$ cat src/rtl/decode_stage_fwd_pkg.sv
// Shared pipeline package for the MIPS decode stage.
// Holds the word and register-address types, the D and E packets, and the
// opcode and function-code constants.
package decode_stage_fwd_pkg;

  localparam int WORD_W = 32;

  typedef logic [WORD_W-1:0] word_t;
  typedef logic [4:0]        creg_addr_t;
  typedef logic [5:0]        opcode_t;
  typedef logic [5:0]        funct_t;

  // Primary opcodes
  localparam opcode_t OP_RTYPE = 6'h00;
  localparam opcode_t OP_J     = 6'h02;
  localparam opcode_t OP_JAL   = 6'h03;
  localparam opcode_t OP_BEQ   = 6'h04;
  localparam opcode_t OP_BNE   = 6'h05;
  localparam opcode_t OP_ADDIU = 6'h09;
  localparam opcode_t OP_SLTI  = 6'h0A;
  localparam opcode_t OP_SLTIU = 6'h0B;
  localparam opcode_t OP_ANDI  = 6'h0C;
  localparam opcode_t OP_ORI   = 6'h0D;
  localparam opcode_t OP_XORI  = 6'h0E;
  localparam opcode_t OP_LUI   = 6'h0F;
  localparam opcode_t OP_LW    = 6'h23;
  localparam opcode_t OP_SW    = 6'h2B;

  // R-type function codes
  localparam funct_t FN_SLL  = 6'h00;
  localparam funct_t FN_SRL  = 6'h02;
  localparam funct_t FN_JR   = 6'h08;
  localparam funct_t FN_ADDU = 6'h21;
  localparam funct_t FN_SUBU = 6'h23;
  localparam funct_t FN_AND  = 6'h24;
  localparam funct_t FN_OR   = 6'h25;
  localparam funct_t FN_SLT  = 6'h2A;

  localparam creg_addr_t REG_ZERO = 5'd0;
  localparam creg_addr_t REG_RA   = 5'd31;

  // Contents of the F->D pipeline register
  typedef struct packed {
    logic  valid;
    word_t pc;
    word_t instr;
  } D_type;

  // Decoded packet handed to execute
  typedef struct packed {
    opcode_t    OP;
    funct_t     FN;
    word_t      pc;
    creg_addr_t regw;
    logic [4:0] sa;
    word_t      valA;
    word_t      valB;
    word_t      valC;
  } E_type;

  function automatic word_t sext16(input logic [15:0] v);
    return {{16{v[15]}}, v};
  endfunction

  function automatic word_t zext16(input logic [15:0] v);
    return {16'h0000, v};
  endfunction

endpackage

$ cat src/rtl/decode_stage_fwd_fwd_select.sv
// Forwarding priority mux for one source register.
// Scans NFWD producers nearest-first; the first live writer of the register
// supplies the operand, or flags a hazard if its result is still pending.
// Register $0 never matches, so it always reads as zero and never stalls.
module fwd_select #(
  parameter int NFWD   = 2,
  parameter int DATA_W = 32
) (
  input  logic [4:0]           i_reg,
  input  logic [DATA_W-1:0]    i_rf_val,
  input  logic [NFWD-1:0]      i_fwd_valid,
  input  logic [NFWD*5-1:0]    i_fwd_regw,
  input  logic [NFWD*DATA_W-1:0] i_fwd_val,
  input  logic [NFWD-1:0]      i_fwd_pending,
  output logic [DATA_W-1:0]    o_val,
  output logic                 o_hazard
);

  logic [NFWD-1:0] w_match;
  logic            w_found;

  genvar gi;
  generate
    for (gi = 0; gi < NFWD; gi++) begin : g_match
      assign w_match[gi] = i_fwd_valid[gi] &&
                           (i_fwd_regw[gi*5 +: 5] == i_reg) &&
                           (i_reg != 5'd0);
    end
  endgenerate

  // Nearest matching producer wins; no match falls back to the regfile
  always_comb begin
    w_found  = 1'b0;
    o_hazard = 1'b0;
    o_val    = (i_reg == 5'd0) ? '0 : i_rf_val;
    for (int i = 0; i < NFWD; i++) begin
      if (!w_found && w_match[i]) begin
        w_found  = 1'b1;
        o_val    = i_fwd_val[i*DATA_W +: DATA_W];
        o_hazard = i_fwd_pending[i];
      end
    end
  end

endmodule

$ cat src/rtl/decode_stage_fwd.sv
// MIPS decode stage: F->D pipeline register with valid/ready handshake,
// regfile read with nearest-first forwarding, load-use interlock, and
// resolution of J/JAL/JR/BEQ/BNE in D.
// Optional feature macro: DECODE_STALL_CNT_EN adds an interlock cycle counter
// on stall_cnt; without it stall_cnt is tied to zero.
module decode_stage_fwd
  import decode_stage_fwd_pkg::*;
#(
  parameter int NFWD   = 2,
  parameter int DATA_W = 32
) (
  input  logic                   clk,
  input  logic                   reset,
  input  logic                   f_valid,
  input  logic [31:0]            f_pc,
  input  logic [31:0]            f_instr,
  output logic                   d_ready,
  input  logic                   flush,
  output logic [4:0]             rf_ra1,
  output logic [4:0]             rf_ra2,
  input  logic [DATA_W-1:0]      rf_rd1,
  input  logic [DATA_W-1:0]      rf_rd2,
  input  logic [NFWD-1:0]        fwd_valid,
  input  logic [NFWD*5-1:0]      fwd_regw,
  input  logic [NFWD*DATA_W-1:0] fwd_val,
  input  logic [NFWD-1:0]        fwd_pending,
  output logic                   e_valid,
  input  logic                   e_ready,
  output E_type                  e_pkt,
  output logic                   redirect_valid,
  output logic [31:0]            redirect_pc,
  output logic [31:0]            stall_cnt
);

  D_type r_d;

  opcode_t     w_op;
  creg_addr_t  w_rs;
  creg_addr_t  w_rt;
  creg_addr_t  w_rd;
  logic [4:0]  w_sa;
  funct_t      w_fn;
  logic [15:0] w_imm;
  logic [25:0] w_idx;

  logic [DATA_W-1:0] w_rs_val;
  logic [DATA_W-1:0] w_rt_val;
  logic              w_rs_haz;
  logic              w_rt_haz;
  logic              w_use_rs;
  logic              w_use_rt;
  logic              w_hazard;
  logic              w_e_valid;
  logic              w_fire;
  logic              w_taken;
  word_t             w_target;
  E_type             w_pkt;

  assign w_op  = r_d.instr[31:26];
  assign w_rs  = r_d.instr[25:21];
  assign w_rt  = r_d.instr[20:16];
  assign w_rd  = r_d.instr[15:11];
  assign w_sa  = r_d.instr[10:6];
  assign w_fn  = r_d.instr[5:0];
  assign w_imm = r_d.instr[15:0];
  assign w_idx = r_d.instr[25:0];

  assign rf_ra1 = w_rs;
  assign rf_ra2 = w_rt;

  fwd_select #(.NFWD(NFWD), .DATA_W(DATA_W)) u_fwd_rs (
    .i_reg         (w_rs),
    .i_rf_val      (rf_rd1),
    .i_fwd_valid   (fwd_valid),
    .i_fwd_regw    (fwd_regw),
    .i_fwd_val     (fwd_val),
    .i_fwd_pending (fwd_pending),
    .o_val         (w_rs_val),
    .o_hazard      (w_rs_haz)
  );

  fwd_select #(.NFWD(NFWD), .DATA_W(DATA_W)) u_fwd_rt (
    .i_reg         (w_rt),
    .i_rf_val      (rf_rd2),
    .i_fwd_valid   (fwd_valid),
    .i_fwd_regw    (fwd_regw),
    .i_fwd_val     (fwd_val),
    .i_fwd_pending (fwd_pending),
    .o_val         (w_rt_val),
    .o_hazard      (w_rt_haz)
  );

  // Which source registers the held instruction actually reads
  always_comb begin
    w_use_rs = 1'b0;
    w_use_rt = 1'b0;
    case (w_op)
      OP_RTYPE, OP_SW, OP_BEQ, OP_BNE: begin
        w_use_rs = 1'b1;
        w_use_rt = 1'b1;
      end
      OP_ADDIU, OP_SLTI, OP_SLTIU, OP_ANDI, OP_ORI, OP_XORI, OP_LUI, OP_LW: begin
        w_use_rs = 1'b1;
      end
      default: begin
        w_use_rs = 1'b0;
        w_use_rt = 1'b0;
      end
    endcase
  end

  assign w_hazard  = r_d.valid && ((w_use_rs && w_rs_haz) || (w_use_rt && w_rt_haz));
  assign w_e_valid = r_d.valid && !w_hazard && !flush;
  assign w_fire    = w_e_valid && e_ready;

  // Packet fields and control-transfer resolution from the held instruction
  always_comb begin
    w_pkt      = '0;
    w_pkt.OP   = w_op;
    w_pkt.FN   = w_fn;
    w_pkt.pc   = r_d.pc;
    w_taken    = 1'b0;
    w_target   = '0;
    case (w_op)
      OP_RTYPE: begin
        w_pkt.regw = w_rd;
        w_pkt.valA = word_t'(w_rs_val);
        w_pkt.valB = word_t'(w_rt_val);
        w_pkt.sa   = (w_fn == FN_JR) ? 5'd0 : w_sa;
        if (w_fn == FN_JR) begin
          w_taken  = 1'b1;
          w_target = word_t'(w_rs_val);
        end
      end
      OP_ADDIU, OP_SLTI, OP_SLTIU, OP_LW: begin
        w_pkt.regw = w_rt;
        w_pkt.valA = word_t'(w_rs_val);
        w_pkt.valB = sext16(w_imm);
      end
      OP_ANDI, OP_ORI, OP_XORI, OP_LUI: begin
        w_pkt.regw = w_rt;
        w_pkt.valA = word_t'(w_rs_val);
        w_pkt.valB = zext16(w_imm);
      end
      OP_SW: begin
        w_pkt.valA = word_t'(w_rs_val);
        w_pkt.valB = sext16(w_imm);
        w_pkt.valC = word_t'(w_rt_val);
      end
      OP_BEQ, OP_BNE: begin
        w_pkt.valA = word_t'(w_rs_val);
        w_pkt.valB = word_t'(w_rt_val);
        w_target   = r_d.pc + {{14{w_imm[15]}}, w_imm, 2'b00};
        w_taken    = (w_op == OP_BEQ) ? (w_rs_val == w_rt_val)
                                      : (w_rs_val != w_rt_val);
      end
      OP_J: begin
        w_taken  = 1'b1;
        w_target = {r_d.pc[31:28], w_idx, 2'b00};
      end
      OP_JAL: begin
        w_pkt.regw = REG_RA;
        w_pkt.valA = r_d.pc;
        w_pkt.valB = 32'd8;
        w_taken    = 1'b1;
        w_target   = {r_d.pc[31:28], w_idx, 2'b00};
      end
      default: begin
        // Unknown opcode travels as a NOP: no destination, no redirect
        w_pkt.regw = REG_ZERO;
      end
    endcase
  end

  assign e_valid        = w_e_valid;
  assign e_pkt          = w_pkt;
  assign d_ready        = !r_d.valid || w_fire;
  assign redirect_valid = w_fire && w_taken;
  assign redirect_pc    = w_target;

  // D register: flush beats a new fetch, which beats plain drain
  always_ff @(posedge clk) begin
    if (reset) begin
      r_d <= '0;
    end else if (flush) begin
      r_d.valid <= 1'b0;
    end else if (f_valid && d_ready) begin
      r_d.valid <= 1'b1;
      r_d.pc    <= f_pc;
      r_d.instr <= f_instr;
    end else if (w_fire) begin
      r_d.valid <= 1'b0;
    end
  end

`ifdef DECODE_STALL_CNT_EN
  logic [31:0] r_stall_cnt;

  // Count every cycle an unflushed instruction sits on an interlock
  always_ff @(posedge clk) begin
    if (reset) begin
      r_stall_cnt <= '0;
    end else if (r_d.valid && w_hazard && !flush) begin
      r_stall_cnt <= r_stall_cnt + 32'd1;
    end
  end

  assign stall_cnt = r_stall_cnt;
`else
  assign stall_cnt = '0;
`endif

endmodule

$ cat config.mk
export PLATFORM = sky130hd
export DESIGN_NAME = decode_stage_fwd
export DESIGN_NICKNAME = d
export VERILOG_FILES = /design/src/rtl/decode_stage_fwd_pkg.sv /design/src/rtl/decode_stage_fwd_fwd_select.sv /design/src/rtl/decode_stage_fwd.sv
export SDC_FILE = /design/constraint.sdc
export NUM_CORES = 1
export LEC_CHECK = 0
export ABC_AREA = 1
export ABC_CLOCK_PERIOD_IN_PS = 4190
export CAP_MARGIN = 40
export CORE_AREA = 2 2 168 170
export DETAILED_ROUTE_END_ITERATION = 12
export DIE_AREA = 0 0 170 172
export PLACE_DENSITY = 0.72
export SETUP_SLACK_MARGIN = 0.02
export SYNTH_ARGS = -nofsm -noshare
export SYNTH_HDL_FRONTEND = slang
export SYNTH_HIERARCHICAL = 1
export SYNTH_SLANG_ARGS = --single-unit
$ cat constraint.sdc
create_clock -name clk -period 4.19 [get_ports clk]
set_input_delay 0.419 -clock clk [delete_from_list [all_inputs] [get_ports clk]]
set_output_delay 0.419 -clock clk [all_outputs]
set_load 0.03 [all_outputs]
After elaboration in Yosys (flattened, before gate mapping):

Index checks and enable logic that the tools add are counted.

* add/subtract/negate cells: 1
* $mul: 0
* div/mod/pow operators: 0
* $lt $le $gt $ge: 0
* equal/unequal tests: 20
* shift-type cells: 0
* multiplexer cells: 26
* bitwise logic cells: 1
* reductions and logical operators: 41

Operators with widths (number)
* $mux W32: 8
* $pmux W64 S4: 1
* $pmux W32 S3: 1
* $eq A6 B4 Y1 const B: 8
* $add A32 B32 Y32: 1
* $eq A32 B32 Y1: 1
* $ne A32 B32 Y1: 1
* $eq A5 B5 Y1: 4
* $logic_and A1 B1 Y1: 18
* $pmux W5 S3: 1
* $eq A6 B2 Y1 const B: 2
* $eq A6 B3 Y1 const B: 2
* $eq A6 B6 Y1 const B: 2
* $mux W1: 12
* $reduce_or A12 Y1: 1
* $logic_not A5 Y1: 2
* $mux W5: 2
* $reduce_bool A5 Y1: 2
* $reduce_or A4 Y1: 2
* $reduce_or A8 Y1: 1
* $logic_not A6 Y1: 1
* $reduce_or A2 Y1: 3
* $logic_not A1 Y1: 5
* $reduce_or A5 Y1: 1
* 6 further kinds: 7

* flip-flop bits (word level): 65
* latch bits: 0
* bits in writable memories: 0
* bits in read-only memories: 0
* input bits: 211
* output and inout bits: 227
* logic and storage cells: 92
* memories kept: 0

Logic depth before layout (Yosys ltp):

Gate-level depths: netlist of run 1.

* word-level depth: 17
* depth in mapped cells: 23

Modules after synthesis:

Netlist of run 1, hierarchy kept.

By module, submodules not included
* decode_stage_fwd: instances 1, cells each 1295, area each 7453.4 µm², seq. area each 1301.2 µm²
* fwd_select: instances 2, cells each 334, area each 1422.6 µm², seq. area each 0.0 µm²

Worst setup path before layout of run 1:

No wires, ideal clock.

* kind: input port to output port
* from: in fwd_regw[1]
* to: out redirect_valid
* arrival time: 2.477 ns
* setup slack: 1.294 ns
* stages on the path: 22
* path buffers: 2
* path through: inv_1 nand2_1 nand2_1 inv_2 nand2_1 nor2_2 nand2_2 buf_6 buf_6 nand2_1 nand2_1 nand2_1 nand2_1 xnor2_1 nand2_1 nor2_1 nand2_1 nor2_1 nand2_1 nand2_1 nand3_1 a21oi_1

* elaborated cells on any way between the ends: 33

RTL lines
* start: declaration: RTL line decode_stage_fwd.sv:24 `input logic [NFWD*5-1:0] fwd_regw,`
* $eq A5 B5 Y1 (*): RTL line decode_stage_fwd_fwd_select.sv:26 `(i_fwd_regw[gi*5 +: 5] == i_reg) &&`
* $logic_and A1 B1 Y1 (*): RTL line decode_stage_fwd_fwd_select.sv:25 `assign w_match[gi] = i_fwd_valid[gi] &&`
* $logic_and A1 B1 Y1 (*): RTL line decode_stage_fwd_fwd_select.sv:26
* $mux W1: RTL line decode_stage_fwd_fwd_select.sv:37 `if (!w_found && w_match[i]) begin`
* $logic_not A1 Y1: RTL line decode_stage_fwd_fwd_select.sv:37
* $logic_and A1 B1 Y1: RTL line decode_stage_fwd_fwd_select.sv:37
* $mux W32 (*): RTL line decode_stage_fwd_fwd_select.sv:37
* via w_rs_val[28]: RTL line decode_stage_fwd.sv:46 `logic [DATA_W-1:0] w_rs_val;`
* $ne A32 B32 Y1 or $eq A32 B32 Y1 (tied branches): RTL line decode_stage_fwd.sv:155, decode_stage_fwd.sv:154
* $mux W1 (*): RTL line decode_stage_fwd.sv:154 `w_taken = (w_op == OP_BEQ) ? (w_rs_val == w_rt_val)`
* $pmux W1 S3 (*): RTL line decode_stage_fwd.sv:124 `case (w_op)`
* $logic_and A1 B1 Y1 (*): RTL line decode_stage_fwd.sv:178 `assign redirect_valid = w_fire && w_taken;`
* end: declaration: RTL line decode_stage_fwd.sv:30 `output logic redirect_valid,`

The timed path passes the listed nets; every way through them passes the cells marked *.

Final worst setup path of run 1:

* from: reg r_d (netlist bit rf_ra1[4])
* to: out redirect_valid

* elaborated cells on any way between the ends: 28

RTL lines
* start: declaration: RTL line decode_stage_fwd.sv:35 `D_type r_d;`
* $eq A5 B5 Y1: RTL line decode_stage_fwd_fwd_select.sv:26
* $logic_and A1 B1 Y1: RTL line decode_stage_fwd_fwd_select.sv:25
* $logic_and A1 B1 Y1: RTL line decode_stage_fwd_fwd_select.sv:26
* $mux W1: RTL line decode_stage_fwd_fwd_select.sv:37
* $logic_not A1 Y1: RTL line decode_stage_fwd_fwd_select.sv:37
* $logic_and A1 B1 Y1: RTL line decode_stage_fwd_fwd_select.sv:37
* $mux W32 (*): RTL line decode_stage_fwd_fwd_select.sv:37
* via w_rs_val[16]: RTL line decode_stage_fwd.sv:46
* $ne A32 B32 Y1 or $eq A32 B32 Y1 (tied branches): RTL line decode_stage_fwd.sv:155, decode_stage_fwd.sv:154
* $mux W1 (*): RTL line decode_stage_fwd.sv:154
* $pmux W1 S3 (*): RTL line decode_stage_fwd.sv:124
* $logic_and A1 B1 Y1 (*): RTL line decode_stage_fwd.sv:178

Marked as above.

==> results of run 1 <==
## state kept, by name, summed over array words and instances, names as in the netlist
register and cells:
e_pkt 44, r_d 11, rf_ra1 5, rf_ra2 5
## final timing paths
check,startpoint,end,slack (ps)
setup / recovery,rf_ra1[4],redirect_valid,210
hold / removal,r_d[6],r_d[6],540
setup reg to reg,rf_ra2[4],e_pkt[135],970
hold reg to reg,r_d[6],r_d[6],540
## where the power goes
group / internal [W] / switching, W
logic: 0.000873 / 0.00130
registers: 0.000661 / 0.0000846
clock network: 0.000497 / 0.000298
## layer usage
metal | up-vias | global-route usage | share of wire
met3 | 122 | 0.06020 | 0.097
li1 | 6710 | - | -
met5 | - | 0 | 0
met2 | 819 | 0.6101 | 0.46
met4 | 0 | 0.1468 | 0.041
met1 | 6453 | 0.4464 | 0.40
## Yosys cell counts, types with 18 or more instances
library cell  instances  share of area
inv_1               276           0.10
xnor2_1              19          0.016
a22oi_1              18          0.013
nand2_1             636           0.23
buf_2                38          0.018
ha_1                 29          0.035
nand3_1             254           0.12
o22ai_1              32          0.019
nor2_1              172          0.063
dfxtp_1              65           0.13
o21ai_0              63          0.031
buf_4                99          0.072
clkbuf_1             34          0.012
a21oi_1             101          0.049
## worst min-delay path, delay by kind of cell (launching register included)
kind / cells / cell delay [ps]
AND/OR/NAND/NOR: 1 / 50
flip-flops: 1 / 330
AO/OA/AOI/OAI: 1 / 120
## cell families (layout without fill, tap and decap cells)
logic type | after synthesis | count (layout)
AOI/OAI and AO/OA | 245 | 245
buffers and inverters | 481 | 762
and+or+nand+nor | 1119 | 1119
DFF | 65 | 65
adders and majority gates | 30 | 30
other | 1 | 35
xor gates and xnor gates | 22 | 22
## through the flow
step | power (W) | hold slack, ps
floorplan | 0.001908 | 474.7
global placement | 0.002891 | 508.8
detailed placement | 0.002893 | 523.4
CTS | 0.003695 | 535.7
global route | 0.003879 | 548.6
finish | 0.003718 | 538.9
## layout make-up
class	count	area, µm²	share of cell area
Clock buffer	11	252.7	0.01646
Inverter	293	1100	0.07161
Clock inverter	5	61.31	0.003992
Multi-Input combinational cell	1448	6825	0.4444
Tap cell	346	432.9	0.02819
Sequential cell	65	1303	0.08481
Timing Repair Buffer	453	5375	0.3500
Antenna cell	3	7.507	0.0004888
==> out/metrics.yaml, run 1 <==
route:
  drcViolationCount: 0
  drt_iter0_drc: 1366
  vias: 14104
  wl_um: 54690
  firstDrtPassIters: 6
  drtAntennaViolNets: 0
  via_per_inst: 5.375
  wl_per_cell_um: 20.84
pwr:
  irDropWorstVdd_mv: 0.2291
  p_per_area_nw_per_um2: 242.1
  leakage_nw: 7.723
yosys:
  async_flop_share: 0
  synth_top_family_by_area: "simple AND/OR/NAND/NOR gates"
  synth.area.mux_share: 0
  synth_xor_area_frac: 0.01871
  ys_seq_area_frac: 0.1264
  yosysUniqueCellTypes: 41
  synth_area_um2: 10300
  synth-simple-area-share: 0.4563
  synthAdderAreaFrac: 0.03718
  synth_compound_area_frac: 0.1370
  synth_edf_count: 0
  yosys_warnings: 6
  synth_cells: 1963
  syn_area_per_cell_um2: 5.246
  ys_ff_latch: 65
  synth_flop_cell: "dfxtp_1"
clock_network:
  path_clk_slew_ps: 60
  htreeDepth: 3
  cts-buffers-inserted: 9
  cts_hold_buf: 0
  insertion_delay_ps: 340
  cts.repair.resized: 0
  cts_sinks: 65
  cts_root_buf: "clkbuf_16"
  clockBufferDepth: 2
  cts_tree: "done"
  cts_setup_buffers: 0
placed_design:
  gp_congestion: 0.9957
  hpwl_um: 44680
  io_buffers: 405
  place_area_um2: 15030
  dp_worst_setup_slack_ps: 267.9
  dp.cells: 2605
worst_setup_path:
  path_delay_family: "simple AND/OR/NAND/NOR gates"
  endpoint_kind: "primary output"
  crit_path_max_incr_delay_ps: 610
  crit_arrival_ps: 3560
  crit_fanout: 32
  path_class: "reg2out"
  path_depth: 21
  reg2reg_depth: 15
  crit_chain: "nand2_1 -> nand2_1 -> nand2_1 -> nor2_4 -> nand2_2 -> nand2_1 -> buf_12 -> nand2_1 -> nand2_1 -> inv_1 -> nand2_1 -> nand3_1 -> nor2_1 -> nand2_1 -> nor2_1 -> nand2_1 -> nand2_1 -> nand3_1 -> a21oi_2 -> buf_4 -> buf_12"
  critPathSlowestCell: "dfxtp_1"
  critPathBufInv: 4
  cp-start-kind: "flip-flop"
  cp.required_ps: 3770
  path_common_cell: "nand2_1"
worst_hold_path:
  hold_path_class: "reg2reg"
  hold_depth: 2
timing:
  worst_slew_pin_slew_ps: 816.8
  finalHoldViolCount: 0
  max_freq_mhz: 251.6
  fin_crit_ps: 3975
  setup_viol_count_final: 0
  rsz0062_at_grt: "false"
  finClkSkew_ps: 7.268
  finalCritPeriodShare: 0.9487
  relSlewSlack: 0.4512
  finalMaxSlewViolations: 0
  layout_setup_ws_ps: 214.9
  tns_ps: 0
global_routing:
  grt_max_degree: 100
  grt_pass1_vias: 12765
  grt_usage: 0.3570
  globalRouteOverflowTotal: 0
  grt_pass1_wl_um: 78620
  antenna_found_initial: 4
flow_run:
  drv_cap: 0
layout:
  final_area_um2: 15360
  fin_cells: 2624
  fin_util: 0.5589
  final_cell_mix: "636 x nand2_1, 275 x inv_1, 274 x clkdlybuf4s50_1, 254 x nand3_1, 170 x nor2_1"
  layout_commonest_cell: "nand2_1"
  area_delta_synth_final_pct: 49.12
  layout-drive-gt1-share: 0.1055
  fill_cells: 2809
  nets: 2511
die:
  rows: 61
  fp.coreArea_um2: 27480
  fp.dieW_um: 170
  die_area_um2: 29240
  ioPinCount: 438
  start_util: 0.3748
  die_h_um: 172
status:
  run_status: "complete, no violations"
(Power assumes the default switching activity.)
==> run 2: changes to the inputs <==
--- a/config.mk
+++ b/config.mk
@@ -7,7 +7,7 @@
 export LEC_CHECK = 0
 export ABC_AREA = 1
 export ABC_CLOCK_PERIOD_IN_PS = 4190
-export CAP_MARGIN = 40
+export CAP_MARGIN = 20
 export CORE_AREA = 2 2 168 170
 export DETAILED_ROUTE_END_ITERATION = 12
 export DIE_AREA = 0 0 170 172
==> out/metrics.yaml, run 2 (synthesized netlist as in run 1, its figures left out) <==
clock_network:
  cts_sinks: 65
  cts_tree: "done"
  path_clk_slew_ps: 60
  insertion_delay_ps: 330
  cts_setup_buffers: 0
  clockBufferDepth: 2
  htreeDepth: 3
  cts-buffers-inserted: 9
  cts_root_buf: "clkbuf_16"
timing:
  finalHoldViolCount: 0
  setup_viol_count_final: 0
  tns_ps: 0
  fin_crit_ps: 3934
  relSlewSlack: 0.2669
  finalMaxSlewViolations: 0
  rsz0062_at_grt: "false"
  finalCritPeriodShare: 0.9389
  max_freq_mhz: 254.2
  worst_slew_pin_slew_ps: 1100
  finClkSkew_ps: 5.892
placed_design:
  hpwl_um: 44620
  io_buffers: 405
  gp_congestion: 0.9957
  place_area_um2: 15010
route:
  drtAntennaViolNets: 0
  m1WireLength_um: 21990
  drt_iter0_drc: 1457
  wl_met3_um: 5178
  highest_layer: "met4"
  wl_um: 54720
  drcViolationCount: 0
  wl_per_cell_um: 20.86
  firstDrtPassIters: 6
  vias: 14125
  wl_met2_um: 25580
  via_per_inst: 5.385
die:
  die_area_um2: 29240
  fp.dieW_um: 170
  ioPinCount: 438
  die_h_um: 172
  rows: 61
  start_util: 0.3748
  fp.coreArea_um2: 27480
pwr:
  p_per_area_nw_per_um2: 245.1
  leakage_nw: 7.720
  irDropWorstVdd_mv: 0.2428
layout:
  layout-drive-gt1-share: 0.1047
  area_delta_synth_final_pct: 49.12
  final_cell_mix: "636 x nand2_1, 275 x inv_1, 274 x clkdlybuf4s50_1, 254 x nand3_1, 170 x nor2_1"
  largest_reg_flops: 44
  layout_commonest_cell: "nand2_1"
  nets: 2510
  final_area_um2: 15360
global_routing:
  antenna_found_initial: 3
  globalRouteOverflowTotal: 0
  grt_pass1_wl_um: 79220
  grt_max_degree: 100
  grt_pass1_vias: 12814
  grt_usage: 0.3587
worst_setup_path:
  cp-start-kind: "input pin"
  critPathBufInv: 7
  critPathSlowestCell: "clkdlybuf4s50_1"
  crit_arrival_ps: 3520
  path_common_cell: "nand2_1"
  r2r_slack_ps: 960
  path_delay_family: "simple AND/OR/NAND/NOR gates"
  path_class: "in2out"
  crit_fanout: 32
  endpoint_kind: "primary output"
  cp.required_ps: 3770
  crit_path_max_incr_delay_ps: 570
  crit_chain: "clkdlybuf4s50_1 -> inv_1 -> nand2_1 -> nand2_1 -> inv_2 -> nand2_1 -> nor2_2 -> nand2_2 -> nand2_1 -> buf_12 -> nand2_1 -> nand2_1 -> inv_1 -> nand2_1 -> nand3_1 -> nor2_1 -> nand2_1 -> nor2_1 -> nand2_1 -> nand2_1 -> nand3_1 -> a21oi_1 -> buf_4 -> buf_12"
worst_hold_path:
  hold_path_class: "reg2reg"
status:
  run_status: "complete, no violations"
flow_run:
  drv_cap: 0
-- run 2: repair_timing --
item,in CTS,in global routing
setup endpoints to repair,0,1
hold buffers,0,0
gates resized for setup,0,1
-- run 2: area by class of cell --
cell class | count | area, µm²
inverter | 293 | 1100
fill | 2808 | 12120
clock inverter | 5 | 85.08
antenna | 3 | 7.507
sequential | 65 | 1303
timing repair buffer | 452 | 5355
tap | 346 | 432.9
multi-input combinational | 1448 | 6822
clock buffer | 11 | 252.7
-- run 2: metrics by stage --
step | hold slack [ps] | total power (W) | std cells | setup WS (ps) | utilization
floorplan | 474.7 | 0.001908 | 1994 | 1294 | -
global placement | 508.8 | 0.002891 | 2604 | 328.4 | 0.5463
detailed placement | 526.9 | 0.002890 | 2604 | 327.0 | 0.5463
CTS | 537.1 | 0.003741 | 2620 | 301.7 | 0.5586
global route | 546.4 | 0.003932 | 2623 | 45.36 | 0.5589
finish | 536.0 | 0.003764 | 2623 | 255.9 | 0.5589
-- run 2: worst reg2reg max path, stage by stage, from the launching register on --
cell and delay [ps]:
dfxtp_1 580, inv_2 70, nand2_1 90, nor2_2 60
nor2_2 180, nand2_2 110, buf_12 220, nand3_1 150
nand2_1 90, a21oi_2 170, nand3_2 130, nand2_4 500
buf_4 490, nand3_1 140, nand2_1 90, nor2_1 50
-- run 2: final timing paths --
check / startpoint / end / cells past startpoint
setup / recovery: fwd_regw[1] / redirect_valid / 24
hold / removal: r_d[6] / r_d[6] / 2
setup reg to reg: rf_ra2[4] / e_pkt[135] / 15
hold reg to reg: r_d[6] / r_d[6] / 2
-- run 2: routing by layer --
metal | vias to the layer above | track usage
met4 | 0 | 0.1323
li1 | 6709 | -
met3 | 111 | 0.05928
met5 | - | 0
met1 | 6467 | 0.4531
met2 | 838 | 0.6153
-- run 2: where the power goes --
group	switching, W	internal, W
Sequential	0.0000854	0.000662
Clock	0.000288	0.000557
Combinational	0.00130	0.000871
==> run 3: changes to the inputs <==
--- a/config.mk
+++ b/config.mk
@@ -8,12 +8,11 @@
 export ABC_AREA = 1
 export ABC_CLOCK_PERIOD_IN_PS = 4190
 export CAP_MARGIN = 20
-export CORE_AREA = 2 2 168 170
+export CORE_AREA = 2 2 171 173
 export DETAILED_ROUTE_END_ITERATION = 12
-export DIE_AREA = 0 0 170 172
-export PLACE_DENSITY = 0.72
+export DIE_AREA = 0 0 173 175
+export PLACE_DENSITY = 0.69
 export SETUP_SLACK_MARGIN = 0.02
 export SYNTH_ARGS = -nofsm -noshare
 export SYNTH_HDL_FRONTEND = slang
-export SYNTH_HIERARCHICAL = 1
 export SYNTH_SLANG_ARGS = --single-unit
==> out/metrics.yaml, run 3 <==
status:
  run_status: "complete, no violations"
worst_setup_path:
  path_class: "reg2out"
  r2r-start: "rf_ra1[3]"
  rr_endpoint: "rf_ra1[2]"
  crit_fanout: 15
  path_common_cell: "nand2_1"
  cp-startpoint: "rf_ra1[3]"
  crit_chain: "inv_2 -> nand4_1 -> buf_4 -> nand4_1 -> buf_4 -> nand3b_1 -> inv_1 -> nor2_1 -> nand2_1 -> nand2_1 -> nand2_1 -> nor2_1 -> nand2_1 -> nor2_1 -> nand2_1 -> nand2_1 -> nand3_1 -> a21oi_2 -> buf_12"
  r2r_slack_ps: 770
  cp.required_ps: 3770
  crit_arrival_ps: 3510
  crit_path_max_incr_delay_ps: 440
  cp-start-kind: "flip-flop"
  reg2reg_depth: 21
  critPathSlowestCell: "dfxtp_1"
  endpoint_kind: "primary output"
clock_network:
  cts-buffers-inserted: 9
  htreeDepth: 3
  cts_sinks: 65
  insertion_delay_ps: 340
  cts_root_buf: "clkbuf_16"
  cts_tree: "done"
  path_clk_slew_ps: 60
  clockBufferDepth: 2
yosys:
  synth_area_um2: 10050
  syn_area_per_cell_um2: 5.509
  synth_xor_area_frac: 0.003486
  synth_top_family_by_area: "simple AND/OR/NAND/NOR gates"
  synth_flop_cell: "dfxtp_1"
  yosys_warnings: 0
  yosys.area.top_type_share: 0.2619
  yosys.area.top_type: "nand2_1"
  synth_edf_count: 0
  ys_ff_latch: 65
  ys_seq_area_frac: 0.1295
  synthAdderAreaFrac: 0.03810
  async_flop_share: 0
  synth_compound_area_frac: 0.2062
  synth-simple-area-share: 0.4447
  synth_cells: 1824
  synthTopCellsByCount: "701 x nand2_1, 164 x inv_1, 163 x nor2_1"
  yosysUniqueCellTypes: 45
  synth_area_leaders: "nand2_1 26%, dfxtp_1 13%, nand3_1 7.2%"
  synth_most_common_cell: "nand2_1"
  synth.area.mux_share: 0
timing:
  relSlewSlack: 0.3159
  rsz0062_at_grt: "false"
  finalHoldViolCount: 0
  finalCritPeriodShare: 0.9374
  finClkSkew_ps: 5.177
  fin_crit_ps: 3928
  finalMaxSlewViolations: 0
  worst_slew_pin_slew_ps: 1026
  max_freq_mhz: 254.6
  tns_ps: 0
  setup_viol_count_final: 0
die:
  fp.coreArea_um2: 28390
  ioPinCount: 438
  start_util: 0.3539
  die_area_um2: 30280
  die_h_um: 175
  fp.dieW_um: 173
  rows: 62
worst_hold_path:
  min_to: "e_pkt[117]"
  hold_path_class: "reg2reg"
  hold_start: "e_pkt[117]"
  hold_depth: 2
placed_design:
  io_buffers: 405
  gp_congestion: 0.9496
  hpwl_um: 42310
  place_area_um2: 14780
pwr:
  p_per_area_nw_per_um2: 242.6
  irDropWorstVdd_mv: 0.1858
  leakage_nw: 7.346
global_routing:
  antenna_found_initial: 3
  grt_pass1_wl_um: 77820
  grt_usage: 0.3347
  grt_pass1_vias: 12781
  grt_max_degree: 66
  globalRouteOverflowTotal: 0
route:
  vias: 13633
  firstDrtPassIters: 5
  drt_iter0_drc: 1396
  drcViolationCount: 0
  wl_um: 53150
  wl_per_cell_um: 20.65
  drtAntennaViolNets: 0
  via_per_inst: 5.296
layout:
  final_area_um2: 15170
  layout_commonest_cell: "nand2_1"
  largest_reg_flops: 44
  layout-drive-gt1-share: 0.1614
  fin_util: 0.5342
  final_cell_mix: "696 x nand2_1, 283 x clkdlybuf4s50_1, 163 x inv_1, 158 x nor2_1, 144 x nand3_1"
  fill_cells: 2974
  area_delta_synth_final_pct: 50.94
  nets: 2423
flow_run:
  drv_cap: 0
run 3: logic make-up after synthesis:
| kind of cell | Yosys count |
|---|---|
| AOI/OAI and AO/OA | 283 |
| DFF | 65 |
| buffers and inverters | 360 |
| other | 1 |
| adders and majority gates | 30 |
| xor gates and xnor gates | 4 |
| and+or+nand+nor | 1081 |
run 3: metrics by stage:
step / setup slack, ps / total power (W) / instances / hold WS, ps
2_1_floorplan: 1144 / 0.001907 / 1855 / 478.0
3_3_place_gp: 189.2 / 0.002857 / 2553 / 506.6
3_5_place_dp: 146.5 / 0.002854 / 2553 / 510.1
4_1_cts: 26.53 / 0.003648 / 2569 / 525.2
5_1_grt: 20.02 / 0.003848 / 2574 / 544.6
6_report: 262.5 / 0.003679 / 2574 / 525.4
run 3: power breakdown:
part	total (W)	switching [W]	internal, W
clock	0.000792	0.000325	0.000466
combinational	0.00217	0.00132	0.000854
sequential	0.000718	0.0000561	0.000662
run 3: worst max-delay path by stage:
| stage | to | cells after the start |
|---|---|---|
| finish | redirect_valid | 19 |
| CTS | redirect_valid | 18 |
| detailed placement | redirect_valid | 21 |
| global route | redirect_valid | 22 |
| global placement | redirect_valid | 22 |
| floorplan | redirect_valid | 19 |
run 3: repair_timing:
| action | 4_1_cts | 5_1_grt |
|---|---|---|
| endpoints found under the setup margin | 0 | 7 |
| buffers inserted | 0 | 2 |
| hold buffers | 0 | 0 |
| hold endpoints to repair | 0 | 0 |
| gates resized for setup | 0 | 30 |
run 3: metal layers:
metal | up-vias | GRT usage | share of wire
met5 | - | 0 | 0
met4 | 0 | 0.1017 | 0.024
met3 | 67 | 0.06005 | 0.083
met2 | 728 | 0.5670 | 0.47
met1 | 6304 | 0.4323 | 0.42
li1 | 6534 | - | -
run 3: area by class of cell:
class                           count  area (µm²)  share of cell area
Clock buffer                        9       225.2             0.01485
Timing Repair Buffer              492        5251              0.3462
Antenna cell                        3       7.507           0.0004950
Tap cell                          384       480.5             0.03168
Clock inverter                      7       77.57            0.005115
Multi-Input combinational cell   1430        7119              0.4694
Sequential cell                    65        1308             0.08621
Inverter                          184       698.2             0.04603
run 3: critical path: cells and delay by family (launching register included):
kind            cells  cell delay (ps)
flops               1              440
simple gates       13             1610
buf+inv             5              860
compound gates      1              240
